--- config.mk ---
export PLATFORM = sky130hd
export DESIGN_NAME = uart_receiver
export DESIGN_NICKNAME = d
export VERILOG_FILES = /design/src/rtl/uart_receiver.sv
export SDC_FILE = /design/constraint.sdc
export NUM_CORES = 1
export LEC_CHECK = 0
export ABC_AREA = 1
export CAP_MARGIN = 20
export CORE_MARGIN = 2
export CORE_UTILIZATION = 40
export DETAILED_ROUTE_END_ITERATION = 6
export PLACE_DENSITY = 0.63
export SLEW_MARGIN = 20
export SYNTH_ARGS = -nofsm -noshare
export SYNTH_HDL_FRONTEND = slang
export SYNTH_SLANG_ARGS = --single-unit
--- constraint.sdc ---
create_clock -name clk -period 1.8 [get_ports clk]
set_clock_uncertainty 0.15 [all_clocks]
set_input_delay 0.45 -clock clk [delete_from_list [all_inputs] [get_ports clk]]
set_output_delay 0.45 -clock clk [all_outputs]
set_load 0.02 [all_outputs]
--- src/rtl/uart_receiver.sv ---
// uart_receiver: 8N1 serial receiver with input synchronizer, receive FIFO and error pulses
module uart_receiver #(
   parameter int CLKS_PER_BIT = 104,
   parameter int FIFO_DEPTH   = 4
) (
   input  logic       clk,
   input  logic       rst,
   input  logic       rx,
   output logic [7:0] out_data,
   output logic       out_valid,
   input  logic       out_ready,
   output logic       frame_error,
   output logic       overrun,
   output logic       busy
);
   localparam int CW = $clog2(CLKS_PER_BIT);
   localparam int AW = $clog2(FIFO_DEPTH);
   localparam logic [CW-1:0] HALF_M1 = CW'(CLKS_PER_BIT / 2 - 1);
   localparam logic [CW-1:0] BIT_M1  = CW'(CLKS_PER_BIT - 1);

   typedef enum logic [2:0] {IDLE, START, DATA, STOP, BRK} state_t;

   state_t        state, state_n;
   logic          rx_m, rx_s;
   logic [CW-1:0] cnt, cnt_n;
   logic [2:0]    idx, idx_n;
   logic [7:0]    sh, sh_n;
   logic          tick, push, wr, pop, full, empty, fe_n, ov_n;
   logic [7:0]    mem [FIFO_DEPTH];
   logic [AW:0]   wptr, rptr;

   assign tick      = cnt == '0;
   assign empty     = wptr == rptr;
   assign full      = (wptr[AW-1:0] == rptr[AW-1:0]) && (wptr[AW] != rptr[AW]);
   assign out_valid = !empty;
   assign pop       = out_valid && out_ready;
   assign wr        = push && (!full || pop);
   assign out_data  = mem[rptr[AW-1:0]];
   assign busy      = state != IDLE;

   // two-flop synchronizer; idles high so reset never looks like a start bit
   always_ff @(posedge clk) begin
      if (rst) begin
         rx_m <= 1'b1;
         rx_s <= 1'b1;
      end else begin
         rx_m <= rx;
         rx_s <= rx_m;
      end
   end

   // frame FSM next-state: baud counter counts down to zero, every zero is a sample point
   always_comb begin
      state_n = state;
      cnt_n   = tick ? cnt : cnt - CW'(1);
      idx_n   = idx;
      sh_n    = sh;
      push    = 1'b0;
      fe_n    = 1'b0;
      ov_n    = 1'b0;
      case (state)
         IDLE: begin
            if (!rx_s) begin
               state_n = START;
               cnt_n   = HALF_M1;
            end
         end
         START: begin
            if (tick) begin
               state_n = rx_s ? IDLE : DATA;
               cnt_n   = BIT_M1;
               idx_n   = 3'd0;
            end
         end
         DATA: begin
            if (tick) begin
               sh_n    = {rx_s, sh[7:1]};
               idx_n   = idx + 3'd1;
               cnt_n   = BIT_M1;
               state_n = idx == 3'd7 ? STOP : DATA;
            end
         end
         STOP: begin
            if (tick) begin
               push    = rx_s;
               ov_n    = rx_s && full && !pop;
               fe_n    = !rx_s;
               state_n = rx_s ? IDLE : BRK;
            end
         end
         BRK: begin
            if (rx_s) state_n = IDLE;
         end
         default: state_n = IDLE;
      endcase
   end

   // frame FSM registers and single-cycle error pulses
   always_ff @(posedge clk) begin
      if (rst) begin
         state       <= IDLE;
         cnt         <= '0;
         idx         <= 3'd0;
         sh          <= 8'd0;
         frame_error <= 1'b0;
         overrun     <= 1'b0;
      end else begin
         state       <= state_n;
         cnt         <= cnt_n;
         idx         <= idx_n;
         sh          <= sh_n;
         frame_error <= fe_n;
         overrun     <= ov_n;
      end
   end

   // FIFO pointers; a pop on the same edge frees the slot a full push needs
   always_ff @(posedge clk) begin
      if (rst) begin
         wptr <= '0;
         rptr <= '0;
      end else begin
         if (wr) wptr <= wptr + (AW+1)'(1);
         if (pop) rptr <= rptr + (AW+1)'(1);
      end
   end

   // FIFO storage, written at the stop-bit sample with the assembled byte
   always_ff @(posedge clk) begin
      if (wr) mem[wptr[AW-1:0]] <= sh;
   end
endmodule
; ---- Yosys cells after proc, flatten, opt, wreduce, memory -nomap -nowiden
; Memories as Yosys holds them, arrays and structs flattened. A register that Yosys moved wholly into a read port is not among the register bits.
; Index checks and enable logic that the tools add are counted.
; W data, S select, Z words.
[op_classes]
addsub = 4
n_eq_ne = 13
mux = 22
bitwise = 2
n_reduce_logical = 19
[ops]
columns = op, n
row1 = $mux W3, 8
row2 = $mux W7, 3
row3 = $pmux W3 S5, 1
row4 = $pmux W7 S2, 1
row5 = $ne A2 B2 Y1 const B, 5
row6 = $add A3 B1 Y3 const B, 3
row7 = $logic_not A7 Y1, 1
row8 = $sub A7 B1 Y7 const B, 1
row9 = $eq A3 B2 Y1 const B, 2
row10 = $eq A3 B3 Y1 const B, 2
row11 = $mux W2, 3
row12 = $pmux W3 S2, 1
row13 = $logic_and A1 B1 Y1, 5
row14 = $mux W1, 5
row15 = $reduce_and A5 Y1, 1
row16 = $logic_not A1 Y1, 4
row17 = $eq A3 B1 Y1 const B, 1
row18 = $eq A3 B3 Y1, 1
row19 = $logic_not A3 Y1, 1
row20 = $reduce_and A3 Y1, 1
row21 = $reduce_bool A3 Y1, 1
row22 = $reduce_or A3 Y1, 1
row23 = $eq A2 B2 Y1, 1
row24 = $not A1 Y1, 2
row25 = other kinds (5), 5
[word_totals]
reg_bits = 31
ram_bits = 32
in_bits = 4
out_inout_bits = 12
memories = 1
[memory_table]
columns = name, depth, width, rd, rd_clocked_by_memory_dff, write_ports, line
row1 = mem, 4, 8, 1, 1, 1, 29  ; logic [7:0] mem [FIFO_DEPTH];

; ---- Depth between registers and ports, before layout
[logic_depth]
word_depth = 7
ltp_mapped = 10

; ---- Worst setup path before layout
; OpenSTA, ideal clock, no wires.
[synth_timing]
kind = register -> register
from = register cnt[0]
to = memory mem[0][0] (enable)
setup_time_ps = 371
t_arrival_ps = 1502
path_slack_ps = -222
path_stages_with_launch = 9
path_buffers = 0
period_less_slack_ps = 2022
path_cell_list = dfxtp_1 -> inv_1 -> ha_1 -> inv_1 -> nor2_2 -> nand3_4 -> nor2_1 -> nand3_1 -> nor2_1
[synth_via]
elab_chain_cells = 6
[synth_rtl]
columns = element, line
row1 = from (decl), 25  ; logic [CW-1:0] cnt, cnt_n;
row2 = from (signal assigned), 109  ; cnt <= cnt_n;
row3 = $logic_not A7 Y1, 32  ; assign tick = cnt == '0;
row4 = $mux W1, 84  ; if (tick) begin
row5 = $mux W1, 61  ; case (state)
row6 = $logic_and A1 B1 Y1, 37  ; assign wr = push && (!full || pop);
row7 = $mux W1, 130  ; if (wr) mem[wptr[AW-1:0]] <= sh;
row8 = $mux W1 (not written as such), 130
row9 = to (decl), 29
; Every way passes these cells.

==> summary.txt <==
Floorplanning
  • Starting density of the core: 41.1%
  • Die ar.: around 7600 um^2
  • Die Span X: a little under 90 um
  • Site Rows: 30
  • IO Count: 16
  • Core area: between 6000 and 7000 um^2
  • Die height: 87.1 um

Min path
  • Path category of the worst min-delay check: reg -> reg
  • Hold path cells: 1

CTS
  • Clk root buf: clkbuf_8
  • Clk_lat worst skew: 0.34 ns
  • CTS tree: yes
  • Cts hold-fix bufs: 0
  • Clock buffer depth: 2
  • H-tree levels: 3
  • # clock sinks: 65
  • Clock slew at reported path FFs: 0.08 ns
  • Inserted Clock Buffers: 9

Route
  • Final wirelength: 5780 um
  • Metal3 WL: 190 um
  • Initial DRC count: just over 90
  • Wirelength per Cell: 13.1 um
  • Max Used Layer: met4
  • Antenna Nets Post-Route: 0
  • Sum of routed wire segments on met1: approximately 2600 um
  • Vias: 2,133
  • Via density: 4.83
  • Met2 wire len: about 2800 um
  • Drt pass-1 iters: 4
  • DRC: 0

Setup path
  • Max stage delay on crit path: 0.39 ns
  • Worst-path fanout max: 8
  • Worst Path Buf+Inv: 2
  • Worst EP required: 1.20 ns
  • Crit path depth: 4
  • Crit path DAT: around 1.3 ns
  • Crit Path Class: reg -> out
  • Critical Path Sink Type: output pin
  • Crit-path cells: buf_6 -> o21ai_2 -> o22ai_1 -> buf_4
  • Cell family contributing the most delay on the critical path: flip-flops
  • Slowest-stage cell, CP: dfxtp_4
  • Crit path launch type: register
  • Reg2Reg Depth: 8

Placed design
  • DP Wirelength: approximately 3800 um
  • RePlAce Congestion: 0.777
  • Dpl cells: 407
  • Placed Area: ~3300 um^2
  • Port bufs: 15

Power and ir drop
  • Total power: 5.24 mW
  • Peak supply drop: around 0.00077 V
  • Power per cell area: approximately 1400 nW/um^2
  • P_leak: 1.55 nW

STA
  • Final setup fails: 11
  • Final WS setup: -0.0613 ns
  • Tightest Pin Transition: 0.321 ns
  • Period utilisation layout: 103%
  • Max-slew violations: 0
  • RSZ-0062 raised after global routing: yes
  • Max-slew headroom: between 70% and 80%
  • Hold WS: 0.261 ns
  • Achievable Freq: around 540 MHz
  • Hold Fails Final Rpt: 0
  • Fin crit period: 1.86 ns

Synth
  • Synthesized instance count: roughly 290
  • Post-synth cell types: 27
  • YS warnings: 0
  • Top post-synthesis cells by area: edfxtp_1 (35%), dfxtp_1 (24%), nor2_1 (7.5%)
  • Syn_area_per_cell: between 9 and 10 um^2
  • Post-Syn Nets: 300
  • Post-Syn Area: 2760 um^2
  • Flops & latches, synth: 65
  • Area leader, netlist: edfxtp_1
  • Synth top area share: 34.8%
  • Register area share after synthesis: 58.7%

Global routing
  • Total gr overflow: 0
  • Pin count of the biggest net entering global routing: 15
  • Initial antenna violation count: 0
  • First-pass GRT wire length: approximately 9100 um
  • Vias in the first global route: 1,984
  • GRT Resource Usage Total: 15.6%

Final layout
  • Util after Layout: between 50% and 60%
  • Antenna Cells: 0
  • Ratio of cells with drive above 1 in the final layout: 39.0%
  • Final Net Count: 371
  • Design area: 3810 um^2
  • Non-filler cells, final: between 400 and 500
  • Layout fillers: 600
  • Area grow syn2layout: 38.0%

Job
  • Maxcap violations: 0

Run status
  • Failing checks: setup timing
  • Outcome: finished, violations left
metal layers:
layer | vias up | track usage, %
li1 | 1111 | -
met1 | 981 | 19.7
met2 | 31 | 25.1
met3 | 10 | 4.74
met4 | 0 | 6.11
met5 | - | 0
registers in the layout, indices dropped and copies added (netlist names), named ones only:
signal and count:
mem 32, sh 8, cnt 7, idx 3
rptr 3, state 3, wptr 3, frame_error 1
overrun 1, rx_m 1, rx_s 1
metrics by stage:
step,TNS [ns],setup slack (ns)
after floorplan,0,0.0142
after global placement,-8.47,-0.260
after detailed placement,-9.60,-0.281
after CTS,-0.527,-0.0759
after global routing,-3.74,-0.119
final,-0.401,-0.0613
power breakdown:
part	switching, mW	total, mW	internal, mW
combinational	1.02	2.08	1.06
clock	0.611	1.26	0.651
sequential	0.178	1.90	1.73
cell usage after synthesis (all sizes together):
library cell	instances
a21oi	12
and2	1
buf	3
clkbuf	2
clkinv	1
dfxtp	33
edfxtp	32
ha	10
inv	26
nand2	38
nand3	16
nand4	2
nor2	59
nor3	1
o21ai	31
o22ai	10
or2	2
xnor2	3
xor2	4
worst paths after layout:
check                           slack (ns)         startpoint             endpoint
worst max register to register       -0.01  cnt[0]$_SDFF_PP0_  mem[0][0]$_DFFE_PP_
worst min register to register        0.26    rx_m$_SDFF_PP1_      rx_s$_SDFF_PP1_
worst min-delay path                  0.26    rx_m$_SDFF_PP1_      rx_s$_SDFF_PP1_
worst max-delay path                 -0.06           register          out_data[5]
cells in the final DEF, fill, tap and decap left out, types with 3 or more instances in the layout:
cell,n
a21oi_1,8
a21oi_2,4
buf_12,3
buf_4,47
buf_6,9
clkbuf_8,9
clkdlybuf4s50_1,3
clkinvlp_4,3
dfxtp_1,24
dfxtp_2,7
edfxtp_1,32
ha_1,8
inv_1,14
inv_2,10
nand2_1,36
nand3_1,12
nor2_1,42
nor2_2,5
nor2_4,12
o21ai_0,14
o21ai_1,6
o21ai_2,10
o22ai_1,9
xnor2_1,3
xor2_1,4
layout make-up:
class	instances	area, um^2	share of cell area, %
flip-flops and latches	65	1640	43.0
multi-input cells	189	1180	31.1
repair buffers	65	577	15.1
clock buffers	9	124	3.25
inverters	27	106	2.79
well taps	80	100	2.63
clock inverters	7	78.8	2.07
kinds of logic after synthesis:
logic type | Yosys count | synth area share [%]
flip-flops | 65 | 58.7
XOR/XNOR | 7 | 2.22
AO/OA/AOI/OAI | 53 | 10.6
buffers and inverters | 32 | 4.76
AND/OR/NAND/NOR | 119 | 19.1
adder cells (fa/ha/maj) | 10 | 4.53
repair_timing:
item | 4_1_cts | 5_1_grt
setup endpoints to repair | 37 | 45
endpoints found under the hold margin | 0 | 0
setup buffers | 12 | 6
resized for setup | 96 | 33
cloned | 1 | 0
pin swaps | 18 | 14
Power figures use the tool's default switching activity.
